**src/rtl/alu_pkg.sv**
```systemverilog
`default_nettype none
// ============================================================================
// Module   : alu_pkg
// Purpose  : Opcode encodings and default widths shared by the ALU issue slice
// Revision : 1.0  initial release
// ============================================================================
package alu_pkg;

  localparam int OP_W      = 3;
  localparam int ALU_WIDTH = 4;

  localparam logic [OP_W-1:0] OP_AND  = 3'b000;
  localparam logic [OP_W-1:0] OP_OR   = 3'b001;
  localparam logic [OP_W-1:0] OP_NOR  = 3'b010;
  localparam logic [OP_W-1:0] OP_XOR  = 3'b011;
  localparam logic [OP_W-1:0] OP_NAND = 3'b100;
  localparam logic [OP_W-1:0] OP_XNOR = 3'b101;
  localparam logic [OP_W-1:0] OP_ADD  = 3'b110;
  localparam logic [OP_W-1:0] OP_SUB  = 3'b111;

endpackage
`default_nettype wire

```
**src/rtl/alu_core.sv**
```systemverilog
`default_nettype none
// ============================================================================
// Module   : alu_core
// Purpose  : Combinational gate/adder datapath selected by opcode
// Revision : 1.0  initial release
// ============================================================================
module alu_core
  import alu_pkg::*;
#(
  parameter int WIDTH = ALU_WIDTH
) (
  input  logic [OP_W-1:0]  i_op,
  input  logic [WIDTH-1:0] i_a,
  input  logic [WIDTH-1:0] i_b,
  output logic [WIDTH-1:0] o_result,
  output logic             o_carry
);

  logic             w_sub;
  logic [WIDTH-1:0] w_b_eff;
  logic [WIDTH:0]   w_sum;

  // Subtraction reuses the adder as A + ~B + 1, so carry-out means no borrow.
  assign w_sub   = (i_op == OP_SUB);
  assign w_b_eff = w_sub ? ~i_b : i_b;
  assign w_sum   = {1'b0, i_a} + {1'b0, w_b_eff} + {{WIDTH{1'b0}}, w_sub};

  always_comb begin
    o_result = '0;
    o_carry  = 1'b0;
    case (i_op)
      OP_AND:  o_result = i_a & i_b;
      OP_OR:   o_result = i_a | i_b;
      OP_NOR:  o_result = ~(i_a | i_b);
      OP_XOR:  o_result = i_a ^ i_b;
      OP_NAND: o_result = ~(i_a & i_b);
      OP_XNOR: o_result = ~(i_a ^ i_b);
      default: begin
        o_result = w_sum[WIDTH-1:0];
        o_carry  = w_sum[WIDTH];
      end
    endcase
  end

endmodule
`default_nettype wire

```
**src/rtl/alu_issue_stage.sv**
```systemverilog
`default_nettype none
// ============================================================================
// Module   : alu_issue_stage
// Purpose  : Buffered issue stage feeding alu_core, registered result + flags
// Revision : 1.0  initial release
// ============================================================================
module alu_issue_stage
  import alu_pkg::*;
#(
  parameter int WIDTH = ALU_WIDTH,
  parameter int DEPTH = 2
) (
  input  logic             clk,
  input  logic             rst,
  input  logic             in_valid,
  output logic             in_ready,
  input  logic [OP_W-1:0]  in_op,
  input  logic [WIDTH-1:0] in_A,
  input  logic [WIDTH-1:0] in_B,
  output logic             out_valid,
  input  logic             out_ready,
  output logic [WIDTH-1:0] result,
  output logic             carry,
  output logic             zero
);

  localparam int c_PTR_W   = $clog2(DEPTH);
  localparam int c_CNT_W   = c_PTR_W + 1;
  localparam int c_ENTRY_W = OP_W + 2 * WIDTH;

  localparam logic [0:0] c_ST_EMPTY = 1'b0;
  localparam logic [0:0] c_ST_FULL  = 1'b1;

  logic [c_ENTRY_W-1:0] r_mem [DEPTH];
  logic [c_PTR_W-1:0]   r_wr_ptr;
  logic [c_PTR_W-1:0]   r_rd_ptr;
  logic [c_CNT_W-1:0]   r_count;

  logic [0:0]           r_state;
  logic [0:0]           w_next_state;
  logic                 w_out_valid;

  logic [WIDTH-1:0]     r_result;
  logic                 r_carry;
  logic                 r_zero;

  logic                 w_push;
  logic                 w_pop;
  logic [c_ENTRY_W-1:0] w_head;
  logic [OP_W-1:0]      w_head_op;
  logic [WIDTH-1:0]     w_head_a;
  logic [WIDTH-1:0]     w_head_b;
  logic [WIDTH-1:0]     w_core_result;
  logic                 w_core_carry;

  // A full FIFO refuses input even when it is popping in the same cycle.
  assign in_ready = !rst && (r_count < c_CNT_W'(DEPTH));
  assign w_push   = in_valid && in_ready;
  assign w_pop    = (r_count != '0) && (!w_out_valid || out_ready);

  assign w_head                           = r_mem[r_rd_ptr];
  assign {w_head_op, w_head_a, w_head_b}  = w_head;

  alu_core #(
    .WIDTH(WIDTH)
  ) u_alu_core (
    .i_op    (w_head_op),
    .i_a     (w_head_a),
    .i_b     (w_head_b),
    .o_result(w_core_result),
    .o_carry (w_core_carry)
  );

  always_ff @(posedge clk) begin
    if (w_push) begin
      r_mem[r_wr_ptr] <= {in_op, in_A, in_B};
    end
  end

  always_ff @(posedge clk or posedge rst) begin
    if (rst) begin
      r_wr_ptr <= '0;
      r_rd_ptr <= '0;
      r_count  <= '0;
    end else begin
      if (w_push) r_wr_ptr <= r_wr_ptr + 1'b1;
      if (w_pop)  r_rd_ptr <= r_rd_ptr + 1'b1;
      case ({w_push, w_pop})
        2'b10:   r_count <= r_count + 1'b1;
        2'b01:   r_count <= r_count - 1'b1;
        default: r_count <= r_count;
      endcase
    end
  end

  always_ff @(posedge clk or posedge rst) begin
    if (rst) begin
      r_state <= c_ST_EMPTY;
    end else begin
      r_state <= w_next_state;
    end
  end

  always_comb begin
    w_next_state = r_state;
    case (r_state)
      c_ST_EMPTY: if (w_pop) w_next_state = c_ST_FULL;
      c_ST_FULL:  if (out_ready && !w_pop) w_next_state = c_ST_EMPTY;
      default:    w_next_state = c_ST_EMPTY;
    endcase
  end

  always_comb begin
    w_out_valid = (r_state == c_ST_FULL);
  end

  // Flags and result hold their last values after a drain.
  always_ff @(posedge clk or posedge rst) begin
    if (rst) begin
      r_result <= '0;
      r_carry  <= 1'b0;
      r_zero   <= 1'b0;
    end else if (w_pop) begin
      r_result <= w_core_result;
      r_carry  <= w_core_carry;
      r_zero   <= (w_core_result == '0);
    end
  end

  assign out_valid = w_out_valid;
  assign result    = r_result;
  assign carry     = r_carry;
  assign zero      = r_zero;

endmodule
`default_nettype wire

```
**config.mk**
```make
export PLATFORM = sky130hd
export DESIGN_NAME = alu_issue_stage
export DESIGN_NICKNAME = d
export VERILOG_FILES = /design/src/rtl/alu_pkg.sv /design/src/rtl/alu_core.sv /design/src/rtl/alu_issue_stage.sv
export SDC_FILE = /design/constraint.sdc
export NUM_CORES = 1
export LEC_CHECK = 0
export CAP_MARGIN = 20
export CORE_MARGIN = 8
export CORE_UTILIZATION = 55
export DETAILED_ROUTE_END_ITERATION = 10
export GPL_ROUTABILITY_DRIVEN = 0
export HOLD_SLACK_MARGIN = 0.03
export PLACE_DENSITY_LB_ADDON = 0.1
export SKIP_CTS_REPAIR_TIMING = 1
export SLEW_MARGIN = 30
export SYNTH_ARGS = -nofsm -noshare
export SYNTH_HDL_FRONTEND = slang
export SYNTH_HIERARCHICAL = 1
export SYNTH_SLANG_ARGS = --single-unit
```
**constraint.sdc**
```tcl
create_clock -name clk -period 3.9 [get_ports clk]
set_clock_uncertainty 0.15 [all_clocks]
set_input_delay 0.39 -clock clk [delete_from_list [all_inputs] [get_ports clk]]
set_output_delay 0.39 -clock clk [all_outputs]
set_load 0.05 [all_outputs]
```
==> results_dict.tcl, run 1 <==
set metrics [dict create \
    status "finished, final reports clean" \
    period_share_pct 87.8 \
    regToRegEndpoint "zero" \
    drive_above_1_share_pct 18.2 \
    antenna_found_initial 0 \
    die_y_microns 73.4 \
    clk_latency_ns 0.33 \
    totalWireLength_mm 3.07 \
    cts.sinks 33 \
    reg2regPathDepth 9 \
    fin_setup_tns_ns 0 \
    crit_fanout 16 \
    dr.pass1.iters 4 \
    syn_inst 140 \
    final_cells 211 \
    drt-met1-wl_mm 1.32 \
    max_cap_viol_count 0 \
    synth-seq-area-share_pct 51.7 \
    fillers 280 \
    cts_tree "done" \
    drc 0 \
    grt_pass1_vias 1181 \
    path_cells "mux2_2 -> nand3_1 -> xnor2_1 -> inv_1 -> fa_1 -> xnor2_1 -> mux4_2 -> nor4_1 -> mux2_2" \
    area_delta_synth_final_pct 16.4 \
    wl_met2_mm 1.59 \
    final_cell_mix "22 x clkdlybuf4s50_1, 22 x edfxtp_1, 18 x mux2_2, 14 x inv_1, 13 x ha_1" \
    slew_headroom_pct 60.7 \
    routed.top_layer "met4" \
    numCtsBuffers 5 \
    drt_iter0_drc 44 \
    dpl.hpwl_mm 2.35 \
    grtUsageTotal_pct 13.5 \
    rsz0062_at_grt "false" \
    report.power.total_w 0.00155 \
    synth_fp_nets 169 \
    crit_path_end_kind "flip-flop" \
    p_leak_nw 0.844 \
    synthesis.area_sq_um 1810 \
    setup-violations-final 0 \
    holdCritPathClass "primary input to asynchronous set/reset pin" \
    antenna_left 0 \
    die_w_microns 73.4 \
    finalHoldViolations 0 \
    fin_nets 193 \
    crit_arrival_ns 3.55 \
    htreeDepth 2 \
    start_util_pct 55.5 \
    core_sq_um 3260 \
    clockBufferDepth 2 \
    worst_pin_slew_ns 0.589 \
    core.rowCount 21 \
    port_buffers 22 \
    dp.cells 203 \
    fmax_ghz 0.292 \
    avgRoutedWirePerCell_microns 14.5 \
    netlist_top_cells_area "edfxtp_1 37%, dfrtp_1 15%, mux2_2 11%" \
    grt_max_degree 17 \
    dieArea_sq_um 5380 \
    synth_cell_types 31 \
    grt_pass1_wl_mm 5.40 \
    start_kind "flip-flop" \
    n_antenna_cell 0 \
    routed_via_density 5.09 \
    critPathLaunch "r_rd_ptr" \
    ir_drop_mv 0.375 \
    drv_slew 0 \
    syn_area_per_cell_sq_um 12.9 \
    cts_root_buffer "clkbuf_4" \
    p_per_area_nw_per_um2 735 \
    num_vias 1073 \
    synth_top_area_share_pct 36.5 \
    grt-ovfl-total 0 \
    ff2ff_setup_slack_ns 0.48 \
    dr_wl_met3_microns 110 \
    crit_slowest_cell "dfrtp_1" \
    synth_area_leader_cell "edfxtp_1" \
    layout_min_cycle_time_ns 3.42 \
    cp.required_ns 4.02 \
    ys_ff_latch 33 \
    pin_count 23 \
    critPathKind "flip-flop to flip-flop" \
    max_stage_delay_ns 0.65 \
    yosysWarnings 6 \
    r2r-start "r_rd_ptr" \
    clkSlewWorstSetupHoldPaths_ns 0.09 \
]
## cells in the mapped netlist, drive strengths merged
cell type,n
ha,13
clkbuf,1
dfrtp,11
o21ai,6
mux2,19
o32ai,1
nor2b,2
fa,1
xor2,3
buf,4
nor2,8
a211oi,2
nand3,1
o311ai,1
mux4,1
a21oi,6
nand2,5
a31oi,1
mux2i,5
o21bai,1
edfxtp,22
xnor2,9
and3,1
o22a,1
inv,14
nor4,1
## area by class of cell
| type | instances | area [sq um] | share of cell area (%) |
|---|---|---|---|
| sequential | 33 | 936 | 44.4 |
| multi-input combinational | 88 | 788 | 37.4 |
| timing repair buffer | 22 | 220 | 10.5 |
| tap | 46 | 57.6 | 2.73 |
| inverter | 14 | 52.6 | 2.50 |
| clock buffer | 6 | 41.3 | 1.96 |
| clock inverter | 2 | 10.0 | 0.475 |
## layer usage
layer | track usage [%] | vias up
met3 | 5.05 | 4
met1 | 14.7 | 512
li1 | - | 540
met2 | 22.3 | 17
met5 | 0 | -
met4 | 6.87 | 0
## power by group
group          internal (W)  total (W)  leakage, nW  switching (W)
Combinational      0.000396   0.000852        0.482       0.000456
Clock             0.0000686   0.000179       0.0320       0.000110
Sequential         0.000454   0.000517        0.330      0.0000637
Total              0.000918    0.00155        0.844       0.000630
## sequential cells by signal (all words and copies together), names as in the netlist
signal and cells:
zero 1, carry 1, r_count 2, r_mem 22, r_rd_ptr 1, out_valid 1, r_wr_ptr 1, result 4
## how the worst max path moves through the flow
stage | endpoint | slack [ns] | cells past startpoint
finish | zero | 0.48 | 9
floorplan | zero | 0.69 | 12
detailed placement | zero | 0.46 | 9
global placement | zero | 0.59 | 9
global route | zero | 0.17 | 9
CTS | zero | 0.45 | 9
## worst max-delay path: cells and delay by family, from the launching register on
family                     cells  cell delay [ns]
and+or+nand+nor                2             0.50
buffers and inverters          1             0.09
adders and majority gates      1             0.43
muxes                          3             1.14
DFF                            1             0.65
xor gates and xnor gates       2             0.41
## kinds of logic (layout without fill, tap and decap cells)
kind of cell,after synthesis,after routing,synth area share [%]
compound gates,19,19,6.99
xor+xnor,12,12,5.81
fa+ha+maj,14,14,10.1
buf+inv,19,44,4.84
flops,33,33,51.7
mux,25,25,16.0
simple gates,18,18,4.50
## stage by stage
stage	hold slack [ns]	utilization (%)	instance area [sq um]	setup WS, ns
floorplan	0.0924	-	1810	0.685
global placement	0.326	63.0	2050	0.593
detailed placement	0.344	63.0	2050	0.465
CTS	0.230	64.6	2100	0.448
global route	0.272	64.6	2110	0.173
finish	0.233	64.6	2110	0.475
Power figures use the tool's default switching activity.
==> run 2: changes to the inputs <==
--- a/config.mk
+++ b/config.mk
@@ -5,6 +5,7 @@
 export SDC_FILE = /design/constraint.sdc
 export NUM_CORES = 1
 export LEC_CHECK = 0
+export ABC_CLOCK_PERIOD_IN_PS = 3900
 export CAP_MARGIN = 20
 export CORE_MARGIN = 8
 export CORE_UTILIZATION = 55
==> results of run 2 <==
No change in the layout: final DEF, timing and power equal those of run 1.
